**src/rtl/sram_bist_pkg.sv**
```systemverilog
// Shared definitions for the SRAM March C- BIST: FSM states, march table, result widths.
package sram_bist_pkg;

  localparam int unsigned FAIL_CNT_W = 16;
  localparam int unsigned ELEM_W     = 3;
  localparam logic [ELEM_W-1:0] LAST_ELEM = 3'd5;

  typedef enum logic [1:0] {
    ST_IDLE,
    ST_RUN,
    ST_DRAIN,
    ST_FINISH
  } state_e;

  // One march element: direction, op count, and (read?, data value) per op.
  typedef struct packed {
    logic down;
    logic two_ops;
    logic op0_rd;
    logic op0_val;
    logic op1_rd;
    logic op1_val;
  } elem_cfg_t;

  // March C-: up(w0) up(r0,w1) up(r1,w0) down(r0,w1) down(r1,w0) up(r0); entries 6-7 unused.
  localparam elem_cfg_t MARCH_TBL [8] = '{
    6'b0_0_0_0_0_0,
    6'b0_1_1_0_0_1,
    6'b0_1_1_1_0_0,
    6'b1_1_1_0_0_1,
    6'b1_1_1_1_0_0,
    6'b0_0_1_0_0_0,
    6'b0_0_0_0_0_0,
    6'b0_0_0_0_0_0
  };

endpackage

```
**src/rtl/sram_bist_cmp_pipe.sv**
```systemverilog
// Read-compare pipeline: carries expected word/address/element alongside the macro read latency.
module sram_bist_cmp_pipe
  import sram_bist_pkg::*;
#(
  parameter int unsigned P_DATA_WIDTH   = 32,
  parameter int unsigned P_ADDR_WIDTH   = 8,
  parameter int unsigned P_READ_LATENCY = 1
) (
  input  logic                    i_clk,
  input  logic                    i_rst_n,
  input  logic                    i_flush,
  input  logic                    i_vld,
  input  logic [P_DATA_WIDTH-1:0] i_exp,
  input  logic [P_ADDR_WIDTH-1:0] i_addr,
  input  logic [ELEM_W-1:0]       i_elem,
  input  logic [P_DATA_WIDTH-1:0] i_dout,
  output logic                    o_miscmp_c,
  output logic [P_ADDR_WIDTH-1:0] o_addr,
  output logic [ELEM_W-1:0]       o_elem
);

  localparam int unsigned LAST = P_READ_LATENCY - 1;

  logic [P_READ_LATENCY-1:0] r_vld;
  logic [P_DATA_WIDTH-1:0]   r_exp  [P_READ_LATENCY];
  logic [P_ADDR_WIDTH-1:0]   r_addr [P_READ_LATENCY];
  logic [ELEM_W-1:0]         r_elem [P_READ_LATENCY];

  // Stage 0 loads on the edge the macro captures the read; last stage meets valid read data.
  always_ff @(posedge i_clk or negedge i_rst_n) begin
    if (!i_rst_n) begin
      r_vld <= '0;
      for (int i = 0; i < int'(P_READ_LATENCY); i++) begin
        r_exp[i]  <= '0;
        r_addr[i] <= '0;
        r_elem[i] <= '0;
      end
    end else begin
      r_vld[0]  <= i_vld && !i_flush;
      r_exp[0]  <= i_exp;
      r_addr[0] <= i_addr;
      r_elem[0] <= i_elem;
      for (int i = 1; i < int'(P_READ_LATENCY); i++) begin
        r_vld[i]  <= r_vld[i-1] && !i_flush;
        r_exp[i]  <= r_exp[i-1];
        r_addr[i] <= r_addr[i-1];
        r_elem[i] <= r_elem[i-1];
      end
    end
  end

  assign o_miscmp_c = r_vld[LAST] && (i_dout != r_exp[LAST]);
  assign o_addr     = r_addr[LAST];
  assign o_elem     = r_elem[LAST];

endmodule

```
**src/rtl/sram_bist_march.sv**
```systemverilog
// March C- memory BIST controller driving a macro BIST port, one operation per cycle.
module sram_bist_march
  import sram_bist_pkg::*;
#(
  parameter int unsigned P_DATA_WIDTH   = 32,
  parameter int unsigned P_ADDR_WIDTH   = 8,
  parameter int unsigned P_READ_LATENCY = 1
) (
  input  logic                    i_clk,
  input  logic                    i_rst_n,
  input  logic                    i_start,
  input  logic                    i_abort,
  output logic                    o_busy,
  output logic                    o_done,
  output logic                    o_pass,
  output logic [P_ADDR_WIDTH-1:0] o_fail_addr,
  output logic [ELEM_W-1:0]       o_fail_elem,
  output logic [FAIL_CNT_W-1:0]   o_fail_cnt,
  output logic                    o_bist_en,
  output logic                    o_bist_men,
  output logic                    o_bist_wen,
  output logic                    o_bist_ren,
  output logic [P_ADDR_WIDTH-1:0] o_bist_addr,
  output logic [P_DATA_WIDTH-1:0] o_bist_din,
  output logic [P_DATA_WIDTH-1:0] o_bist_bm,
  input  logic [P_DATA_WIDTH-1:0] i_bist_dout
);

  localparam int unsigned DRAIN_W = (P_READ_LATENCY > 1) ? $clog2(P_READ_LATENCY) : 1;

  state_e                  r_state, w_state_nxt;
  logic [ELEM_W-1:0]       r_elem, w_elem_nxt, w_elem_inc;
  logic [P_ADDR_WIDTH-1:0] r_addr, w_addr_nxt;
  logic                    r_op, w_op_nxt;
  logic [DRAIN_W-1:0]      r_drain, w_drain_nxt;
  logic                    w_last_op, w_elem_end, w_run_nxt, w_rd_nxt, w_val_nxt;
  logic                    r_busy, r_done, r_bist_en, r_bist_wen, r_bist_ren, r_bist_val;
  logic                    r_pass;
  logic [P_ADDR_WIDTH-1:0] r_fail_addr;
  logic [ELEM_W-1:0]       r_fail_elem;
  logic [FAIL_CNT_W-1:0]   r_fail_cnt;
  logic                    w_start, w_abort, w_miscmp_c;
  logic [P_ADDR_WIDTH-1:0] w_cmp_addr;
  logic [ELEM_W-1:0]       w_cmp_elem;

  // r_elem/r_addr/r_op always describe the operation currently presented on the port.
  always_comb begin
    w_state_nxt = r_state;
    w_elem_nxt  = r_elem;
    w_addr_nxt  = r_addr;
    w_op_nxt    = r_op;
    w_drain_nxt = r_drain;
    w_last_op   = !MARCH_TBL[r_elem].two_ops || r_op;
    w_elem_end  = w_last_op && (MARCH_TBL[r_elem].down ? (r_addr == '0) : (r_addr == '1));
    w_elem_inc  = r_elem + ELEM_W'(1);
    case (r_state)
      ST_IDLE: begin
        if (i_start) begin
          w_state_nxt = ST_RUN;
          w_elem_nxt  = '0;
          w_addr_nxt  = '0;
          w_op_nxt    = 1'b0;
        end
      end
      ST_RUN: begin
        if (i_abort) begin
          w_state_nxt = ST_IDLE;
          w_elem_nxt  = '0;
          w_addr_nxt  = '0;
          w_op_nxt    = 1'b0;
        end else if (!w_last_op) begin
          w_op_nxt = 1'b1;
        end else if (!w_elem_end) begin
          w_op_nxt   = 1'b0;
          w_addr_nxt = MARCH_TBL[r_elem].down ? r_addr - P_ADDR_WIDTH'(1)
                                              : r_addr + P_ADDR_WIDTH'(1);
        end else if (r_elem == LAST_ELEM) begin
          w_state_nxt = ST_DRAIN;
          w_drain_nxt = '0;
          w_elem_nxt  = '0;
          w_addr_nxt  = '0;
          w_op_nxt    = 1'b0;
        end else begin
          w_elem_nxt = w_elem_inc;
          w_op_nxt   = 1'b0;
          w_addr_nxt = MARCH_TBL[w_elem_inc].down ? '1 : '0;
        end
      end
      ST_DRAIN: begin
        if (i_abort) begin
          w_state_nxt = ST_IDLE;
        end else if (r_drain == DRAIN_W'(P_READ_LATENCY - 1)) begin
          w_state_nxt = ST_FINISH;
        end else begin
          w_drain_nxt = r_drain + DRAIN_W'(1);
        end
      end
      ST_FINISH: w_state_nxt = ST_IDLE;
      default:   w_state_nxt = ST_IDLE;
    endcase
    w_run_nxt = (w_state_nxt == ST_RUN);
    w_rd_nxt  = w_run_nxt && (w_op_nxt ? MARCH_TBL[w_elem_nxt].op1_rd  : MARCH_TBL[w_elem_nxt].op0_rd);
    w_val_nxt = w_run_nxt && (w_op_nxt ? MARCH_TBL[w_elem_nxt].op1_val : MARCH_TBL[w_elem_nxt].op0_val);
  end

  always_ff @(posedge i_clk or negedge i_rst_n) begin
    if (!i_rst_n) begin
      r_state    <= ST_IDLE;
      r_elem     <= '0;
      r_addr     <= '0;
      r_op       <= 1'b0;
      r_drain    <= '0;
      r_busy     <= 1'b0;
      r_done     <= 1'b0;
      r_bist_en  <= 1'b0;
      r_bist_wen <= 1'b0;
      r_bist_ren <= 1'b0;
      r_bist_val <= 1'b0;
    end else begin
      r_state    <= w_state_nxt;
      r_elem     <= w_elem_nxt;
      r_addr     <= w_addr_nxt;
      r_op       <= w_op_nxt;
      r_drain    <= w_drain_nxt;
      r_busy     <= (w_state_nxt == ST_RUN) || (w_state_nxt == ST_DRAIN);
      r_done     <= (w_state_nxt == ST_FINISH);
      r_bist_en  <= w_run_nxt;
      r_bist_wen <= w_run_nxt && !w_rd_nxt;
      r_bist_ren <= w_rd_nxt;
      r_bist_val <= w_val_nxt;
    end
  end

  assign w_start = i_start && (r_state == ST_IDLE);
  assign w_abort = i_abort && ((r_state == ST_RUN) || (r_state == ST_DRAIN));

  sram_bist_cmp_pipe #(
    .P_DATA_WIDTH  (P_DATA_WIDTH),
    .P_ADDR_WIDTH  (P_ADDR_WIDTH),
    .P_READ_LATENCY(P_READ_LATENCY)
  ) u_cmp_pipe (
    .i_clk     (i_clk),
    .i_rst_n   (i_rst_n),
    .i_flush   (w_abort),
    .i_vld     (r_bist_ren),
    .i_exp     ({P_DATA_WIDTH{r_bist_val}}),
    .i_addr    (r_addr),
    .i_elem    (r_elem),
    .i_dout    (i_bist_dout),
    .o_miscmp_c(w_miscmp_c),
    .o_addr    (w_cmp_addr),
    .o_elem    (w_cmp_elem)
  );

  // Abort beats a same-cycle compare; r_pass doubles as the "no miscompare yet" flag.
  always_ff @(posedge i_clk or negedge i_rst_n) begin
    if (!i_rst_n) begin
      r_pass      <= 1'b0;
      r_fail_addr <= '0;
      r_fail_elem <= '0;
      r_fail_cnt  <= '0;
    end else if (w_abort) begin
      r_pass <= 1'b0;
    end else if (w_start) begin
      r_pass      <= 1'b1;
      r_fail_addr <= '0;
      r_fail_elem <= '0;
      r_fail_cnt  <= '0;
    end else if (w_miscmp_c) begin
      if (r_pass) begin
        r_fail_addr <= w_cmp_addr;
        r_fail_elem <= w_cmp_elem;
      end
      r_pass <= 1'b0;
      if (r_fail_cnt != '1) r_fail_cnt <= r_fail_cnt + FAIL_CNT_W'(1);
    end
  end

  assign o_busy      = r_busy;
  assign o_done      = r_done;
  assign o_pass      = r_pass;
  assign o_fail_addr = r_fail_addr;
  assign o_fail_elem = r_fail_elem;
  assign o_fail_cnt  = r_fail_cnt;
  assign o_bist_en   = r_bist_en;
  assign o_bist_men  = r_bist_en;
  assign o_bist_wen  = r_bist_wen;
  assign o_bist_ren  = r_bist_ren;
  assign o_bist_addr = r_addr;
  assign o_bist_din  = {P_DATA_WIDTH{r_bist_val}};
  assign o_bist_bm   = {P_DATA_WIDTH{r_bist_en}};

endmodule

```
**config.mk**
```make
export PLATFORM = sky130hd
export DESIGN_NAME = sram_bist_march
export DESIGN_NICKNAME = d
export VERILOG_FILES = /design/src/rtl/sram_bist_pkg.sv /design/src/rtl/sram_bist_cmp_pipe.sv /design/src/rtl/sram_bist_march.sv
export SDC_FILE = /design/constraint.sdc
export NUM_CORES = 1
export LEC_CHECK = 0
export ABC_CLOCK_PERIOD_IN_PS = 3300
export CORE_MARGIN = 2
export CORE_UTILIZATION = 45
export DETAILED_ROUTE_END_ITERATION = 8
export GPL_TIMING_DRIVEN = 0
export PLACE_DENSITY = 0.93
export SLEW_MARGIN = 10
export SYNTH_ARGS = -nofsm -noshare
export SYNTH_HDL_FRONTEND = slang
export SYNTH_SLANG_ARGS = --single-unit
```
**constraint.sdc**
```tcl
create_clock -name i_clk -period 3.3 [get_ports i_clk]
set_input_delay 0.66 -clock i_clk [delete_from_list [all_inputs] [get_ports i_clk]]
set_output_delay 0.66 -clock i_clk [all_outputs]
set_load 0.03 [all_outputs]
```
Word level (Yosys, flattened, before mapping)

Memories as Yosys holds them, arrays and structs flattened.
Cells that the tools add are included.

Flip-flop bits (word level): 62
ROM bits: 144
Bits of input ports: 36
Output and inout port bits: 106
Word-level logic and storage cells: 131
Memories kept: 3

$add $sub $neg: 5
$lt $le $gt $ge: 3
Eq/ne operators: 17
Mux-type cells: 54
Bitwise operators: 4
Reduce and logical (&&, ||, !) cells: 26

Memories:

| name            | depth | width | read ports | clocked after Yosys merged registers in | wr ports | line                   | RTL |
|---|---|---|---|---|---|---|---|
| (no name shown) | 8     | 6     | 1          | 0                                       | 0        | sram_bist_march.sv:103 | `w_val_nxt = w_run_nxt && (w_op_nxt ? MARCH_TBL[w_elem_nxt].op1_val : MARCH_TBL[w_elem_nxt].op0_val);` |
| (no name shown) | 8     | 6     | 1          | 0                                       | 0        | sram_bist_march.sv:86  | `w_addr_nxt = MARCH_TBL[w_elem_inc].down ? '1 : '0;` |
| (no name shown) | 8     | 6     | 1          | 0                                       | 0        | sram_bist_march.sv:75  | `w_addr_nxt = MARCH_TBL[r_elem].down ? r_addr - P_ADDR_WIDTH'(1)` |

Operator list:

| operator                | count |
|---|---|
| $mux W8                 | 10 |
| $mux W16                | 3 |
| $ne A32 B32 Y1          | 1 |
| $mux W3                 | 8 |
| $mux W6                 | 4 |
| $add A16 B1 Y16 const B | 1 |
| $ne A16 B16 Y1 const B  | 1 |
| $pmux W8 S2             | 1 |
| $mux W1                 | 15 |
| $mux W2                 | 7 |
| $ge A4 B4 Y1 const B    | 3 |
| $ne A2 B2 Y1 const B    | 6 |
| $not A3 Y4              | 3 |
| $reduce_bool A2 Y1      | 5 |
| $reduce_and A3 Y1       | 3 |
| $add A8 B1 Y8 const B   | 1 |
| $eq A2 B2 Y1 const B    | 4 |
| $eq A8 B8 Y1 const B    | 1 |
| $logic_and A1 B1 Y1     | 8 |
| $logic_not A8 Y1        | 1 |
| $mux W4                 | 2 |
| $pmux W2 S4             | 1 |
| $sub A8 B1 Y8 const B   | 1 |
| $pmux W3 S2             | 1 |
| 12 further kinds        | 18 |

Depth between registers and ports, before layout

Depth in word-level cells: 19
Gate-level depth with buffers: 12
Gate-level depth less buffers: 12

Modules after synthesis

Synthesis repeated with hierarchy kept, for this count alone.

Cells, all modules: 431
Area, all modules: 4533.1 um^2

By module, submodules not included:

| module             | times used | cells each | area an instance (um^2) | sequential area each (um^2) |
|---|---|---|---|---|
| sram_bist_march    | 1          | 343        | 3075.4                  | 1201.2 |
| sram_bist_cmp_pipe | 1          | 88         | 1457.6                  | 1101.1 |

Worst setup path after synthesis

Ideal clock, no wire load.

Path kind: flip-flop to flip-flop
Start: register r_elem[0]
End: register r_addr[6], in the netlist o_bist_addr[6]
Library setup time: 0.083 ns
Arrival: 2.743 ns
Data required time: 3.217 ns
Setup slack: 0.475 ns
Stages on the path, launching flop included: 13
Buffers on the path: 1
Clock period less this slack: 2.825 ns
Cell sequence: dfrtp_1 -> clkbuf_1 -> nand2_1 -> o21bai_1 -> inv_1 -> fa_1 -> nor2b_1 -> o21ai_0 -> a21boi_0 -> o21ai_0 -> a211o_1 -> a31o_2 -> o21ai_0

Word-level cells in the longest chain between the ends: 11
Elaborated cells between the ends (all ways): 23
Those cells by class: add/sub (1); eq/ne (2); mux (12); bitwise (2); reduce/logical (4); memory (2)

Ends and longest elaborated chain:

| what                                                              | line                                         | RTL |
|---|---|---|
| from (decl)                                                       | sram_bist_march.sv:32                        | `logic [ELEM_W-1:0] r_elem, w_elem_nxt, w_elem_inc;` |
| from (signal assigned)                                            | sram_bist_march.sv:121                       | `r_elem <= w_elem_nxt;` |
| $add A3 B1 Y3 or $not A3 Y4 (tied branches)                       | --                                           |  |
| $not A3 Y4 (implied by the code) or $mem_v2 Z8 W6 (tied branches) | --                                           |  |
| $mem_v2 Z8 W6 or $mux W6 (tied branches)                          | --                                           |  |
| $mux W6 (on tied branches)                                        | sram_bist_march.sv:86, sram_bist_march.sv:75 |  |
| $mux W6 (implied by the code) or $logic_not A1 Y1 (tied branches) | sram_bist_march.sv:86, sram_bist_march.sv:53 |  |
| $mux W8 or $logic_or A1 B1 Y1 (tied branches)                     | sram_bist_march.sv:86, sram_bist_march.sv:53 |  |
| $mux W8 or $logic_and A1 B1 Y1 (tied branches)                    | sram_bist_march.sv:77, sram_bist_march.sv:54 |  |
| $mux W8                                                           | sram_bist_march.sv:73                        | `end else if (!w_elem_end) begin` |
| $mux W8                                                           | sram_bist_march.sv:71                        | `end else if (!w_last_op) begin` |
| $mux W8                                                           | sram_bist_march.sv:66                        | `if (i_abort) begin` |
| $pmux W8 S2                                                       | sram_bist_march.sv:56                        | `case (r_state)` |
| to (signal assigned)                                              | sram_bist_march.sv:122                       | `r_addr <= w_addr_nxt;` |
| to (decl)                                                         | sram_bist_march.sv:33                        | `logic [P_ADDR_WIDTH-1:0] r_addr, w_addr_nxt;` |

Several ways; a longest one is shown, not always the timed one. The select of a mux whose other input is x is not followed.
A chain may end at the register's enable or synchronous reset.

Final worst setup path

Start: input port i_bist_dout[26]
End: register r_fail_cnt[8], in the netlist o_fail_cnt[8]

Word-level cells in the longest chain between the ends: 4

Ends and longest elaborated chain:

| what                         | line                     | RTL |
|---|---|---|
| from (decl)                  | sram_bist_march.sv:26    | `input logic [P_DATA_WIDTH-1:0] i_bist_dout` |
| $ne A32 B32 Y1               | sram_bist_cmp_pipe.sv:52 | `assign o_miscmp_c = r_vld[LAST] && (i_dout != r_exp[LAST]);` |
| $logic_and A1 B1 Y1          | sram_bist_cmp_pipe.sv:52 |  |
| $reduce_bool A2 Y1 (no line) | --                       |  |
| $reduce_and A3 Y1 (no line)  | --                       |  |
| to (signal assigned)         | sram_bist_march.sv:175   | `if (r_fail_cnt != '1) r_fail_cnt <= r_fail_cnt + FAIL_CNT_W'(1);` |
| to (decl)                    | sram_bist_march.sv:41    | `logic [FAIL_CNT_W-1:0] r_fail_cnt;` |

Every way passes these cells.

==> metrics <==
outcome=completed; final hold violation count=0; drt via density=5.39; Initial Utilization=0.469; crit path DAT=between 3 and 4 ns; Logic pwr share=0.526; Post-DP HPWL=~7500 um; WS Path Type=in -> reg; FMAX=approximately 0.32 GHz; CTS tree=yes; Clock Path Buffers=2; GR Overflow Total=0; Slew headroom=0.392; clk sink count=61; Synth top area share=0.414; crit path capture type=flip-flop; Min Hold Slack=~0.37 ns; footprint of the multi-input gates=about 1600 um2; Routed Antenna Nets=0; flop and latch count out of synthesis=approximately 60; switching power=approximately 1.3 mW; pin count of the biggest net entering global routing=62; via count=roughly 3,500; wire per inst=15.4 um; Top Ports=142; Clock transition at path regs=0.06 ns; # fillers=~600; DR iter-0 viols=roughly 260; GRT Total Usage=0.219; Final Cycle Share=0.937; Final Util=0.691; Syn Nets=439; later-pin clock latency in the skew report=~0.34 ns; Rows=32; Internal=1.99 mW; top_reg_cell synth=dfrtp_1; worst min path class=reg -> reg; Synth area leaders=dfrtp_1, buf_4, ha_1; Overall Power=between 3 and 4 mW; PwrDens=605 nW/um2; CP required=3.56 ns; count leader, synth=buf_4; Synth Cell Area=about 3700 um2; Net Sw Frac=0.395; Avg Cell Area, Syn=around 9.4 um2; CP Launch Type=input pin; detailed-router iteration count before antenna repair=5; Die Ht=around 94 um; setup_tns=0 ns; final setup vio count=0; die width=~94 um; htree depth=3; min Tclk post-route=approximately 3.1 ns; register area=approximately 1500 um2; first-pass GRT wire length=15,300 um; CTS Root Cell=clkbuf_8; vias in the first global route=about 3,300; CP Max Fanout=9; maximum VDD drop=between 0.0003 and 0.0004 V; Flop pwr share=0.276; Post-CTS Setup Inserts=0; register area share after synthesis=0.414; Pins Over Slew Limit=0; asr flop ratio synth=1.00; # port buffers=between 100 and 150; ant diodes=0; Placer Congestion=about 0.87; DIE AREA=about 9000 um2; Clock Skews=approximately 0.0074 ns; Max Cap Violations=0; fin nets=approximately 590; Slew @ Worst Pin=0.912 ns; core area=7850 um2; library cells used by synthesis=50; most instantiated cells after synthesis=buf_4, dfrtp_1, a21oi_1, o21ai_0, nand2_1; P_leak=~2.5 nW; RSZ-0062 raised after global routing=no; EDFF count, synth=0; DRC viols=0; DRT Wirelength=approximately 10000 um; area leader, netlist=dfrtp_1; initial antenna violation count=0; Clk pwr share=0.198; Cells after Synth=390; CTS Buf Count=9; Layout area overhead=47.3%; layout cell share with drive strength beyond 1=0.166; Synth Warn #=0
## placed cells by master (no fill, tap or decap), drive strengths merged, types with 10 or more instances in the layout
cell type,n
clkdlybuf4s50,140
nand2,22
nor3,14
a21oi,23
dfrtp,61
clkbuf,18
or3,10
buf,69
o21ai,26
ha,12
a22o,13
inv,14
nand4,10
nor2,16
## power by group through the flow
| stage | clock network [mW] | logic [mW] | registers [mW] |
|---|---|---|---|
| after floorplan | 0 | 1.00 | 0.979 |
| after global placement | 0 | 1.69 | 0.915 |
| after detailed placement | 0 | 1.73 | 0.920 |
| after CTS | 0.662 | 1.74 | 0.907 |
| after global routing | 0.701 | 1.82 | 0.922 |
| final | 0.652 | 1.73 | 0.906 |
## worst max-delay path, stage by stage
cell             delay, ns
clkdlybuf4s50_1       0.41
or4_1                 0.52
nor4_1                0.29
o22ai_1               0.12
o31a_1                0.38
o21ai_1               0.56
o21ai_0               0.23
a21oi_1               0.17
## final timing paths
path | from | endpoint | slack, ns | cells after the start
min in group asynchronous | i_rst_n | u_cmp_pipe.o_addr[6] | 0.38 | 1
max in group asynchronous | i_rst_n | r_elem[2] | 2.40 | 1
worst min-delay path | r_elem[1] | u_cmp_pipe.o_elem[1] | 0.37 | 0
worst max-delay path | i_bist_dout[26] | o_fail_cnt[8] | 0.21 | 8
worst max register to register | r_elem[2] | o_bist_addr[6] | 0.33 | 12
worst min register to register | r_elem[1] | u_cmp_pipe.o_elem[1] | 0.37 | 0
## state kept, by name (all words and copies together), names as in the netlist, 2 cells and up
signal / flops
u_cmp_pipe.o_addr: 8
r_elem: 3
u_cmp_pipe.o_elem: 3
o_fail_elem: 3
o_fail_addr: 8
o_bist_addr: 8
o_fail_cnt: 16
r_state: 2
## layer usage
layer	up-vias	wire (um)	global-route usage
met5	-	0	0
met4	0	204	0.0870
met3	17	866	0.0543
met2	144	5080	0.398
met1	1680	3840	0.245
li1	1660	-	-
## logic make-up after synthesis
logic type      synth area share
compound gates             0.190
xor+xnor                  0.0166
fa+ha+maj                 0.0462
buf+inv                    0.159
flops                      0.414
mux                      0.00849
simple gates               0.166
## metrics by stage
stage | instance area [um2] | setup WS (ns) | std cells
floorplan | 3680 | 0.475 | 390
global placement | 5220 | -0.265 | 633
detailed placement | 5220 | -0.0818 | 633
CTS | 5420 | 0.136 | 649
global route | 5430 | 0.0232 | 649
finish | 5430 | 0.207 | 649
## area by class of cell
type / instances / share of cell area
Buffer: 74 / 0.0982
Clock buffer: 12 / 0.0267
Clock inverter: 4 / 0.00876
Inverter: 14 / 0.00968
Multi-Input combinational cell: 241 / 0.292
Sequential cell: 61 / 0.282
Tap cell: 102 / 0.0235
Timing Repair Buffer: 141 / 0.260
## timing repair
action                     in CTS  in global routing
pin swaps                       0                  0
hold buffers                    0                  0
gates resized for setup         1                  4
setup endpoints to repair       2                  2
cloned                          0                  0
No activity file was read; power rests on OpenSTA's default activity.
